`src/rtl/sprite_pkg.sv`:
```
// Definitions shared by the keyboard front end and the sprite mover:
// the four movement key codes and the key repeat state encoding.
package sprite_pkg;

    localparam logic [7:0] KEY_NONE  = 8'h00;
    localparam logic [7:0] KEY_LEFT  = 8'h04;
    localparam logic [7:0] KEY_RIGHT = 8'h07;
    localparam logic [7:0] KEY_DOWN  = 8'h16;
    localparam logic [7:0] KEY_UP    = 8'h1A;

    typedef enum logic [1:0] {
        ST_IDLE   = 2'd0,
        ST_DELAY  = 2'd1,
        ST_REPEAT = 2'd2
    } key_state_t;

endpackage

```
`src/rtl/key_repeat_gen.sv`:
```
// Turns a held HID keycode into single-frame step commands: one step on press,
// then one after DELAY_FRAMES and every REPEAT_FRAMES while the key stays down.
module key_repeat_gen
    import sprite_pkg::*;
#(
    parameter int DELAY_FRAMES  = 20,
    parameter int REPEAT_FRAMES = 4
) (
    input  logic       frame_clk,
    input  logic       Reset,
    input  logic [7:0] keycode_in,
    output logic [7:0] keycode_out,
    output logic       key_held,
    output logic       repeat_active
);

    localparam logic [5:0] DELAY_LAST  = 6'(DELAY_FRAMES - 1);
    localparam logic [5:0] REPEAT_LAST = 6'(REPEAT_FRAMES - 1);

    // Anything other than the four movement keys behaves as "no key".
    function automatic logic [7:0] filter_key(input logic [7:0] code);
        case (code)
            KEY_LEFT, KEY_RIGHT, KEY_DOWN, KEY_UP: filter_key = code;
            default:                               filter_key = KEY_NONE;
        endcase
    endfunction

    key_state_t state_reg, state_next;
    logic [7:0] key_reg, key_next;
    logic [5:0] cnt_reg, cnt_next;
    logic [7:0] out_next;
    logic [7:0] key_k;
    logic [5:0] cnt_last;

    assign key_k    = filter_key(keycode_in);
    assign cnt_last = (state_reg == ST_REPEAT) ? REPEAT_LAST : DELAY_LAST;

    always_comb begin
        state_next = state_reg;
        key_next   = key_reg;
        cnt_next   = cnt_reg;
        out_next   = KEY_NONE;
        case (state_reg)
            ST_IDLE: begin
                if (key_k != KEY_NONE) begin
                    key_next   = key_k;
                    out_next   = key_k;
                    cnt_next   = 6'd0;
                    state_next = ST_DELAY;
                end
            end
            ST_DELAY, ST_REPEAT: begin
                if (key_k == KEY_NONE) begin
                    cnt_next   = 6'd0;
                    state_next = ST_IDLE;
                end else if (key_k != key_reg) begin
                    // A different key restarts the full initial delay.
                    key_next   = key_k;
                    out_next   = key_k;
                    cnt_next   = 6'd0;
                    state_next = ST_DELAY;
                end else if (cnt_reg == cnt_last) begin
                    out_next   = key_reg;
                    cnt_next   = 6'd0;
                    state_next = ST_REPEAT;
                end else begin
                    cnt_next   = cnt_reg + 6'd1;
                end
            end
            default: begin
                cnt_next   = 6'd0;
                state_next = ST_IDLE;
            end
        endcase
    end

    always_ff @(posedge frame_clk or posedge Reset) begin
        if (Reset) begin
            state_reg     <= ST_IDLE;
            key_reg       <= KEY_NONE;
            cnt_reg       <= 6'd0;
            keycode_out   <= KEY_NONE;
            key_held      <= 1'b0;
            repeat_active <= 1'b0;
        end else begin
            state_reg     <= state_next;
            key_reg       <= key_next;
            cnt_reg       <= cnt_next;
            keycode_out   <= out_next;
            key_held      <= (state_next != ST_IDLE);
            repeat_active <= (state_next == ST_REPEAT);
        end
    end

endmodule

```
`config.mk`:
```
export PLATFORM = sky130hd
export DESIGN_NAME = key_repeat_gen
export DESIGN_NICKNAME = d
export VERILOG_FILES = /design/src/rtl/sprite_pkg.sv /design/src/rtl/key_repeat_gen.sv
export SDC_FILE = /design/constraint.sdc
export NUM_CORES = 1
export LEC_CHECK = 0
export BUFFER_PORTS_ARGS = -buffer_cell sky130_fd_sc_hd__buf_4
export CAP_MARGIN = 20
export CORE_MARGIN = 2
export CORE_UTILIZATION = 56
export DETAILED_ROUTE_END_ITERATION = 16
export GPL_TIMING_DRIVEN = 1
export PLACE_DENSITY_LB_ADDON = 0.25
export SLEW_MARGIN = 20
export SYNTH_ARGS = -nofsm -noshare
export SYNTH_HDL_FRONTEND = slang
export SYNTH_SLANG_ARGS = --single-unit
```
`constraint.sdc`:
```
create_clock -name frame_clk -period 2.2 [get_ports frame_clk]
set_input_delay 0.33 -clock frame_clk [delete_from_list [all_inputs] [get_ports frame_clk]]
set_output_delay 0.33 -clock frame_clk [all_outputs]
set_load 0.01 [all_outputs]
```
Word level (Yosys, flattened, before mapping)
Cells that the tools add are included.

storage, ports and cells
  register bits after elaboration = 26
  latch bits = 0
  RAM bits = 0
  ROM bits = 0
  bits of input ports = 10
  output and inout port bits = 10
  word-level logic and storage cells = 48
  memories = 0

operators by class
  add/subtract/negate cells = 1
  $mul = 0
  divide/modulo/power cells = 0
  order comparisons = 0
  equality and inequality tests = 12
  shift operators = 0
  muxes and demuxes = 21
  bitwise logic cells = 0
  reduce and logical (&&, ||, !) cells = 8

operators by type and width
  operator             count
  $mux 8               8
  $pmux 8 s2           2
  $mux 6               4
  $eq 8x3->1 const B   2
  $eq 8x5->1 const B   2
  $pmux 6 s2           1
  $logic_not 8->1      1
  $mux 2               4
  $ne 8x8->1           1
  $reduce_bool 8->1    1
  $add 6x1->6 const B  1
  $eq 6x5->1           1
  $ne 2x2->1 const B   3
  $mux 5               1
  $eq 2x2->1 const B   2
  $pmux 2 s2           1
  $reduce_and 4->1     1
  $reduce_bool 2->1    2
  $reduce_or 4->1      1
  $eq 2x1->1 const B   1
  $logic_not 2->1      1
  $reduce_or 2->1      1

Longest topological paths before layout
Gate-level depths: netlist of run 1.

  depth after elaboration = 8
  depth in mapped cells = 9
  gate-level depth less buffers = 8

Worst setup path before layout of run 1
OpenSTA, ideal clock, no wires.

  path type = in2reg
  start = input port keycode_in[5]
  end = register key_reg[1]
  setup time = 0.125 ns
  data arrival time = 2.254 ns
  required time = 2.075 ns
  slack = -0.179 ns
  cell stages on the path = 7
  path buffers = 0
  path through = or3_4 > nor3_4 > a31o_2 > xor2_1 > nor2_2 > a211oi_4 > mux2_4

between the ends
  word-level cells in the longest chain between the ends = 6
  elaborated cells on any way between the ends = 17
  those cells by class = eq/ne: 8; mux: 5; reduce/logical: 4

ends and longest elaborated chain
  element                                                          line                  RTL
  from (decl)                                                      key_repeat_gen.sv:11  input logic [7:0] keycode_in,
  $eq 8x3->1 or $eq 8x5->1 (tied branches)                         key_repeat_gen.sv:22  case (code)
  $reduce_or 4->1                                                  key_repeat_gen.sv:22
  $mux 8 *                                                         key_repeat_gen.sv:22
  $ne 8x8->1 (tied with other cells)                               key_repeat_gen.sv:56  end else if (key_k != key_reg) begin
  $ne 2x2->1 (no source line) or $mux 8 (tied branches)            -
  $reduce_and 4->1 (no source line) or $pmux 8 s2 (tied branches)  -
  to (signal assigned)                                             key_repeat_gen.sv:87  key_reg <= key_next;
  to (decl)                                                        key_repeat_gen.sv:29  logic [7:0] key_reg, key_next;

Mark *: on every way between the ends. The rest lies on a longest branch, timed or not. The select of a mux whose other input is x is not followed.
A chain may end at the register's enable or synchronous reset.

Worst setup path after layout of run 1
  start = input port keycode_in[5]
  end = register key_reg[4]

Same word-level chain as after synthesis.

==> flow_summary.toml, run 1 <==
[clocking]
root_buffer = "clkbuf_4"
cts.clk_slew.worst_paths_ns = 0.14
htreeDepth = 1
cts_tree = "yes"
cts_buffer_depth = 2
numCtsBuffers = 3
clkLatencyLatePin_ns = 0.33
cts_sinks = 26

[placement]
place_area_um2 = 1808
dp_hpwl_um = 2512
port_buffers = 19
gp_congestion = 0.8467

[synth]
yosys.area_share.adder_pct = 3.428
synth.yosys.seq_area_share_pct = 44.56
synthMuxAreaShare_pct = 5.141
synth.avg_cell_area_um2 = 10.36
syn-cell-area_um2 = 1460
synthXorXnorAreaFrac_pct = 4.199
ys_types = 44
synth_top_family_by_area = "simple AND/OR/NAND/NOR gates"
synth-seq-cells = 26
synth_compound_area_share_pct = 16.80
syn_inst = 141
yosys.area_share.simple_pct = 23.14
yosysWarnings = 0

[global_route]
grt_overflow = 0
antenna_found_initial = 0
grt_usage_pct = 26.08
grt_pass1_vias = 1288
grt_pass1_wl_um = 5506
grt_max_degree = 27

[sta]
slew_violations = 0
min_period_ns = 2.103
fin_crit_sh_pct = 95.61
rsz0062_at_grt = "false"
hold_viol_final = 0
setup-violations-final = 0
finClkSkew_ns = 0.002512
fmax_ghz = 0.4754

[critical_path]
start_kind = "input port"
required_ns = 2.43
crit_path_end = "key_reg[4]"
cp_data_arrival_time_ns = 2.33
critPathLaunch = "keycode_in[5]"
r2r_slack_ns = 0.13
path_class = "input port to flop"
rr_worst_depth = 9
crit_fanout = 6
worstReg2RegEnd = "key_reg[5]"
cp-end-kind = "flop"
timing.rr.start = "key_reg[3]"

[floorplanning]
boundaryPins = 20
row_count = 18
core-area_um2 = 2477
die_area_um2 = 3032
fp.dieH_um = 55.06
die_w_um = 55.06
start_util_pct = 58.94

[power_and_ir_drop]
power_density_nw_per_um2 = 597.5
p_leak_nw = 0.8925
p_comb_share_pct = 24.4
ir_drop_uv = 482.8
p_clk_share_pct = 29.4
p_total_mw = 1.119
power.switching_mw = 0.3106
sw_frac_of_total_pct = 27.75
seqPwrFrac_pct = 46.2
p_int_mw = 0.8086

[status]
outcome = "finished, final reports clean"

[drt]
avgViaCountPerCell = 6.113
drt-pass1-iter-count = 4
wl_per_cell_um = 15.57
drt-total-wl_um = 3316
via_count = 1302
drt-initial-drc-count = 27
drc = 0
drtAntennaViolNets = 0

[cells_and_area]
drive_above_1_share_pct = 34.43
utilization_pct = 75.61
area_growth_pct = 28.28
fin_area_um2 = 1873
antenna_cells = 0
filler_cell_count = 181
final_nets = 198

[worst_hold_path]
hold_class = "input port to async pin"

[flow_run]
cap_violations = 0
==> per-stage QoR <==
stage | setup TNS, ns | hold slack (ns) | setup WS (ns) | std cells
after floorplan | -0.05891 | 0.3700 | -0.01181 | 143
after global placement | -1.712 | 0.3938 | -0.1396 | 209
after detailed placement | -3.337 | 0.4094 | -0.2279 | 209
after CTS | 0 | 0.03485 | 0.1209 | 213
after global routing | 0 | 0.04025 | 0.04609 | 213
final | 0 | 0.03526 | 0.09663 | 213
==> how the worst min path moves through the flow <==
stage	startpoint	end	slack (ns)	cells past startpoint
after floorplan	Reset	cnt_reg[0]	0.37	1
after global placement	Reset	keycode_out[7]	0.39	3
after detailed placement	Reset	keycode_out[5]	0.41	3
after CTS	Reset	keycode_out[5]	0.03	3
after global routing	Reset	keycode_out[5]	0.04	3
final	Reset	cnt_reg[5]	0.04	3
==> power by group through the flow <==
stage / clock network, mW / registers, mW / logic, mW
2_1_floorplan: 0 / 0.525 / 0.154
3_3_place_gp: 0 / 0.525 / 0.255
3_5_place_dp: 0 / 0.527 / 0.267
4_1_cts: 0.335 / 0.518 / 0.269
5_1_grt: 0.357 / 0.522 / 0.302
6_report: 0.329 / 0.517 / 0.273
==> final cells by class <==
cell class | instances | area [um2] | share of cell area [%]
clock buffer | 3 | 22.52 | 1.202
clock inverter | 1 | 30.03 | 1.603
inverter | 4 | 15.01 | 0.8016
multi-input combinational | 108 | 809.5 | 43.22
sequential | 26 | 650.6 | 34.74
tap | 30 | 37.54 | 2.004
timing repair buffer | 41 | 307.8 | 16.43
==> kinds of logic after synthesis <==
| family | after synthesis |
|---|---|
| AND/OR/NAND/NOR | 54 |
| AO/OA/AOI/OAI | 35 |
| flip-flops | 26 |
| buffers and inverters | 9 |
| XOR/XNOR | 7 |
| multiplexers | 5 |
| adder cells (fa/ha/maj) | 4 |
| other | 1 |
==> cells in the final DEF, fill, tap and decap left out, drive strengths merged, types with 2 or more instances in the layout <==
cell	count
buf	41
and2	2
nand4	3
o21ai	10
ha	4
mux2	5
nor3b	5
and3b	2
nand3	5
dfrtp	26
nor2	5
nor3	7
a31oi	2
a21oi	5
nor2b	3
a211oi	3
clkbuf	3
and3	2
a21o	2
inv	4
o2111ai	2
conb	3
and2b	3
o31ai	2
xnor2	3
a21boi	4
nand3b	2
xor2	4
and4	2
nand2	9
==> routing by layer <==
layer	GRT usage, %	up-vias	wire [um]
li1	-	596	-
met3	3.495	19	151
met5	0	-	0
met1	29.01	629	1335
met4	18.70	0	163
met2	45.44	58	1666
==> timing repair <==
item                       CTS  global route
hold buffers                 0             0
setup endpoints to repair    0             5
resized for setup            0             3
buffers inserted             0             0
==> Yosys cell counts (all sizes together) <==
cell,number,share of area [%]
xor2,4,2.4
nand2,9,2.3
or3,1,0.77
a31o,1,0.60
o32ai,1,0.60
and3b,2,1.2
and2,2,0.86
nor4,1,0.43
a32o,1,0.69
nor2b,3,1.3
nand3b,2,1.0
conb,1,0.26
nor3,7,3.2
a21boi,4,2.1
mux2,5,5.1
nand2b,1,0.43
o21a,1,0.51
o2111ai,2,1.2
clkbuf,2,0.51
a211oi,3,2.4
or3b,1,0.60
nor3b,5,2.6
buf,3,0.94
a21oi,5,1.7
o21ai,10,3.4
o31ai,2,1.0
inv,4,1.0
and4,2,1.2
nand4,3,1.3
nor2,5,1.6
nand3,5,1.7
a21o,2,1.0
dfrtp,26,45
a31oi,2,0.86
xnor2,3,1.8
ha,4,3.4
and3,2,0.86
a41o,1,0.69
and2b,3,1.8
==> worst max-delay path: stages <==
cell	delay, ns
buf_4	0.11
or3_4	0.42
o31ai_1	0.23
a21boi_0	0.28
nand4_1	0.18
nor2_2	0.21
a211oi_4	0.08
buf_4	0.18
mux2_4	0.31
(Power assumes the default switching activity.)
==> run 2: changes to the inputs <==
--- a/config.mk
+++ b/config.mk
@@ -6,11 +6,11 @@
 export NUM_CORES = 1
 export LEC_CHECK = 0
 export BUFFER_PORTS_ARGS = -buffer_cell sky130_fd_sc_hd__buf_4
-export CAP_MARGIN = 20
 export CORE_MARGIN = 2
 export CORE_UTILIZATION = 56
 export DETAILED_ROUTE_END_ITERATION = 16
 export GPL_TIMING_DRIVEN = 1
+export HOLD_SLACK_MARGIN = 0.08
 export PLACE_DENSITY_LB_ADDON = 0.25
 export SLEW_MARGIN = 20
 export SYNTH_ARGS = -nofsm -noshare
==> flow_summary.toml, run 2 (synthesis gave the netlist of run 1 again) <==
[critical_path]
crit_buf_inv = 2
timing.rr.start = "key_reg[3]"
crit_slowest_cell = "or3_4"
path_class = "input port to flop"
required_ns = 2.43
cp_top_family = "simple AND/OR/NAND/NOR gates"
crit_fanout = 6
max_stage_delay_ns = 0.42
cp_cell_sequence = "buf_4 > or3_4 > o31ai_1 > a21boi_0 > nand4_1 > nor2_2 > a211oi_4 > buf_4 > mux2_4"
worstReg2RegEnd = "key_reg[5]"
cp-end-kind = "flop"
cp_data_arrival_time_ns = 2.33
r2r_slack_ns = 0.13
rr_worst_depth = 9
cpMostUsedCell = "buf_4"
start_kind = "input port"

[clocking]
cts_sinks = 26
cts.clk_slew.worst_paths_ns = 0.14
htreeDepth = 1
postCtsSetupBuffers = 0
numCtsBuffers = 3
root_buffer = "clkbuf_4"
cts_tree = "yes"
cts_buffer_depth = 2
clkLatencyLatePin_ns = 0.33

[global_route]
grt_pass1_vias = 1288
antenna_found_initial = 0
grt_overflow = 0
grt.met3_usage_pct = 3.495
grt_use_met2_pct = 45.44
gr-usage-met1_pct = 29.01
grt_usage_pct = 26.08
top_usage_layer = "met2"
grt_pass1_wl_um = 5506
grt_max_degree = 27

[sta]
min_period_ns = 2.098
slew_violations = 0
hold_viol_final = 0
rsz0062_at_grt = "false"
setup-violations-final = 0
fmax_ghz = 0.4766
fin_crit_sh_pct = 95.37
finClkSkew_ns = 0.001076
tns_ns = 0
worst_slack_ns = 0.1019

[floorplanning]
die_area_um2 = 3032
boundaryPins = 20
core-area_um2 = 2477
fp.dieH_um = 55.06
die_w_um = 55.06
row_count = 18
start_util_pct = 58.94

[cells_and_area]
antenna_cells = 0
final_common_cell = "buf_4"
drive_above_1_share_pct = 34.24
utilization_pct = 76.01
final_cells = 214
area_growth_pct = 28.96
final_nets = 199
layout_common_cells = "buf_4, dfrtp_1, o21ai_0, nand2_1"

[worst_hold_path]
hold_class = "input port to flop"
hold_path_depth = 3
min-delay-start = "keycode_in[0]"
min_to = "key_reg[0]"

[placement]
dp_hpwl_um = 2512
port_buffers = 19
gp_congestion = 0.8467
dpl.cell_count = 209
post-place-ws_ns = -0.2279

[power_and_ir_drop]
p_leak_nw = 0.8967
power_density_nw_per_um2 = 595.6
p_total_mw = 1.122
ir_drop_uv = 482.6

[drt]
drtAntennaViolNets = 0
via_count = 1288
wl_per_cell_um = 15.54
avgViaCountPerCell = 6.019
drt-total-wl_um = 3325
drt-pass1-iter-count = 4
drt-initial-drc-count = 27
drc = 0

[flow_run]
cap_violations = 0

[status]
outcome = "finished, final reports clean"
==> run 2: cell count changes in the layout (fill, tap and decap cells not counted) <==
cell and delta:
dlygate4sd3_1 +1
==> run 2: worst min-delay path: stages <==
cell and delay (ns):
buf_4 0.10, buf_4 0.10, mux2_4 0.12
==> run 2: how the worst max path moves through the flow <==
stage,from,endpoint,slack (ns),cells after the start
after global routing,key_reg[3],key_reg[6],0.05,9
final,keycode_in[5],key_reg[4],0.10,9
after detailed placement,keycode_in[5],key_held,-0.23,8
after CTS,state_reg[0],key_held,0.12,9
after floorplan,keycode_in[5],key_reg[1],-0.01,7
after global placement,keycode_in[5],key_held,-0.14,8
==> run 2: report_power, final <==
part	switching (mW)	internal [mW]	total (mW)
clock	0.146	0.185	0.331
sequential	0.0183	0.499	0.517
combinational	0.147	0.126	0.274
==> run 2: cell type report <==
| cell class | instances | area [um2] |
|---|---|---|
| Clock buffer | 3 | 22.52 |
| Clock inverter | 1 | 30.03 |
| Fill cell | 180 | 594.3 |
| Inverter | 4 | 15.01 |
| Multi-Input combinational cell | 108 | 809.5 |
| Sequential cell | 26 | 650.6 |
| Tap cell | 30 | 37.54 |
| Timing Repair Buffer | 42 | 317.8 |
==> run 2: repair_timing <==
item                                    in CTS  in global routing
gates resized for setup                      0                  3
endpoints found under the setup margin       0                  5
hold buffers                                 1                  0
hold endpoints to repair                    26                  0
==> run 2: metrics by stage <==
step                hold WS (ns)  area (um2)
global placement          0.3938        1808
global route              0.3364        1883
detailed placement        0.4094        1808
floorplan                 0.3700        1486
CTS                       0.3417        1871
finish                    0.3418        1883
==> run 2: layer usage <==
layer / vias to the layer above / wire, um / share of wire [%]
met1: 615 / 1312 / 39
met4: 0 / 159 / 4.8
li1: 597 / - / -
met2: 59 / 1666 / 50
met3: 17 / 187 / 5.6
met5: - / 0 / 0
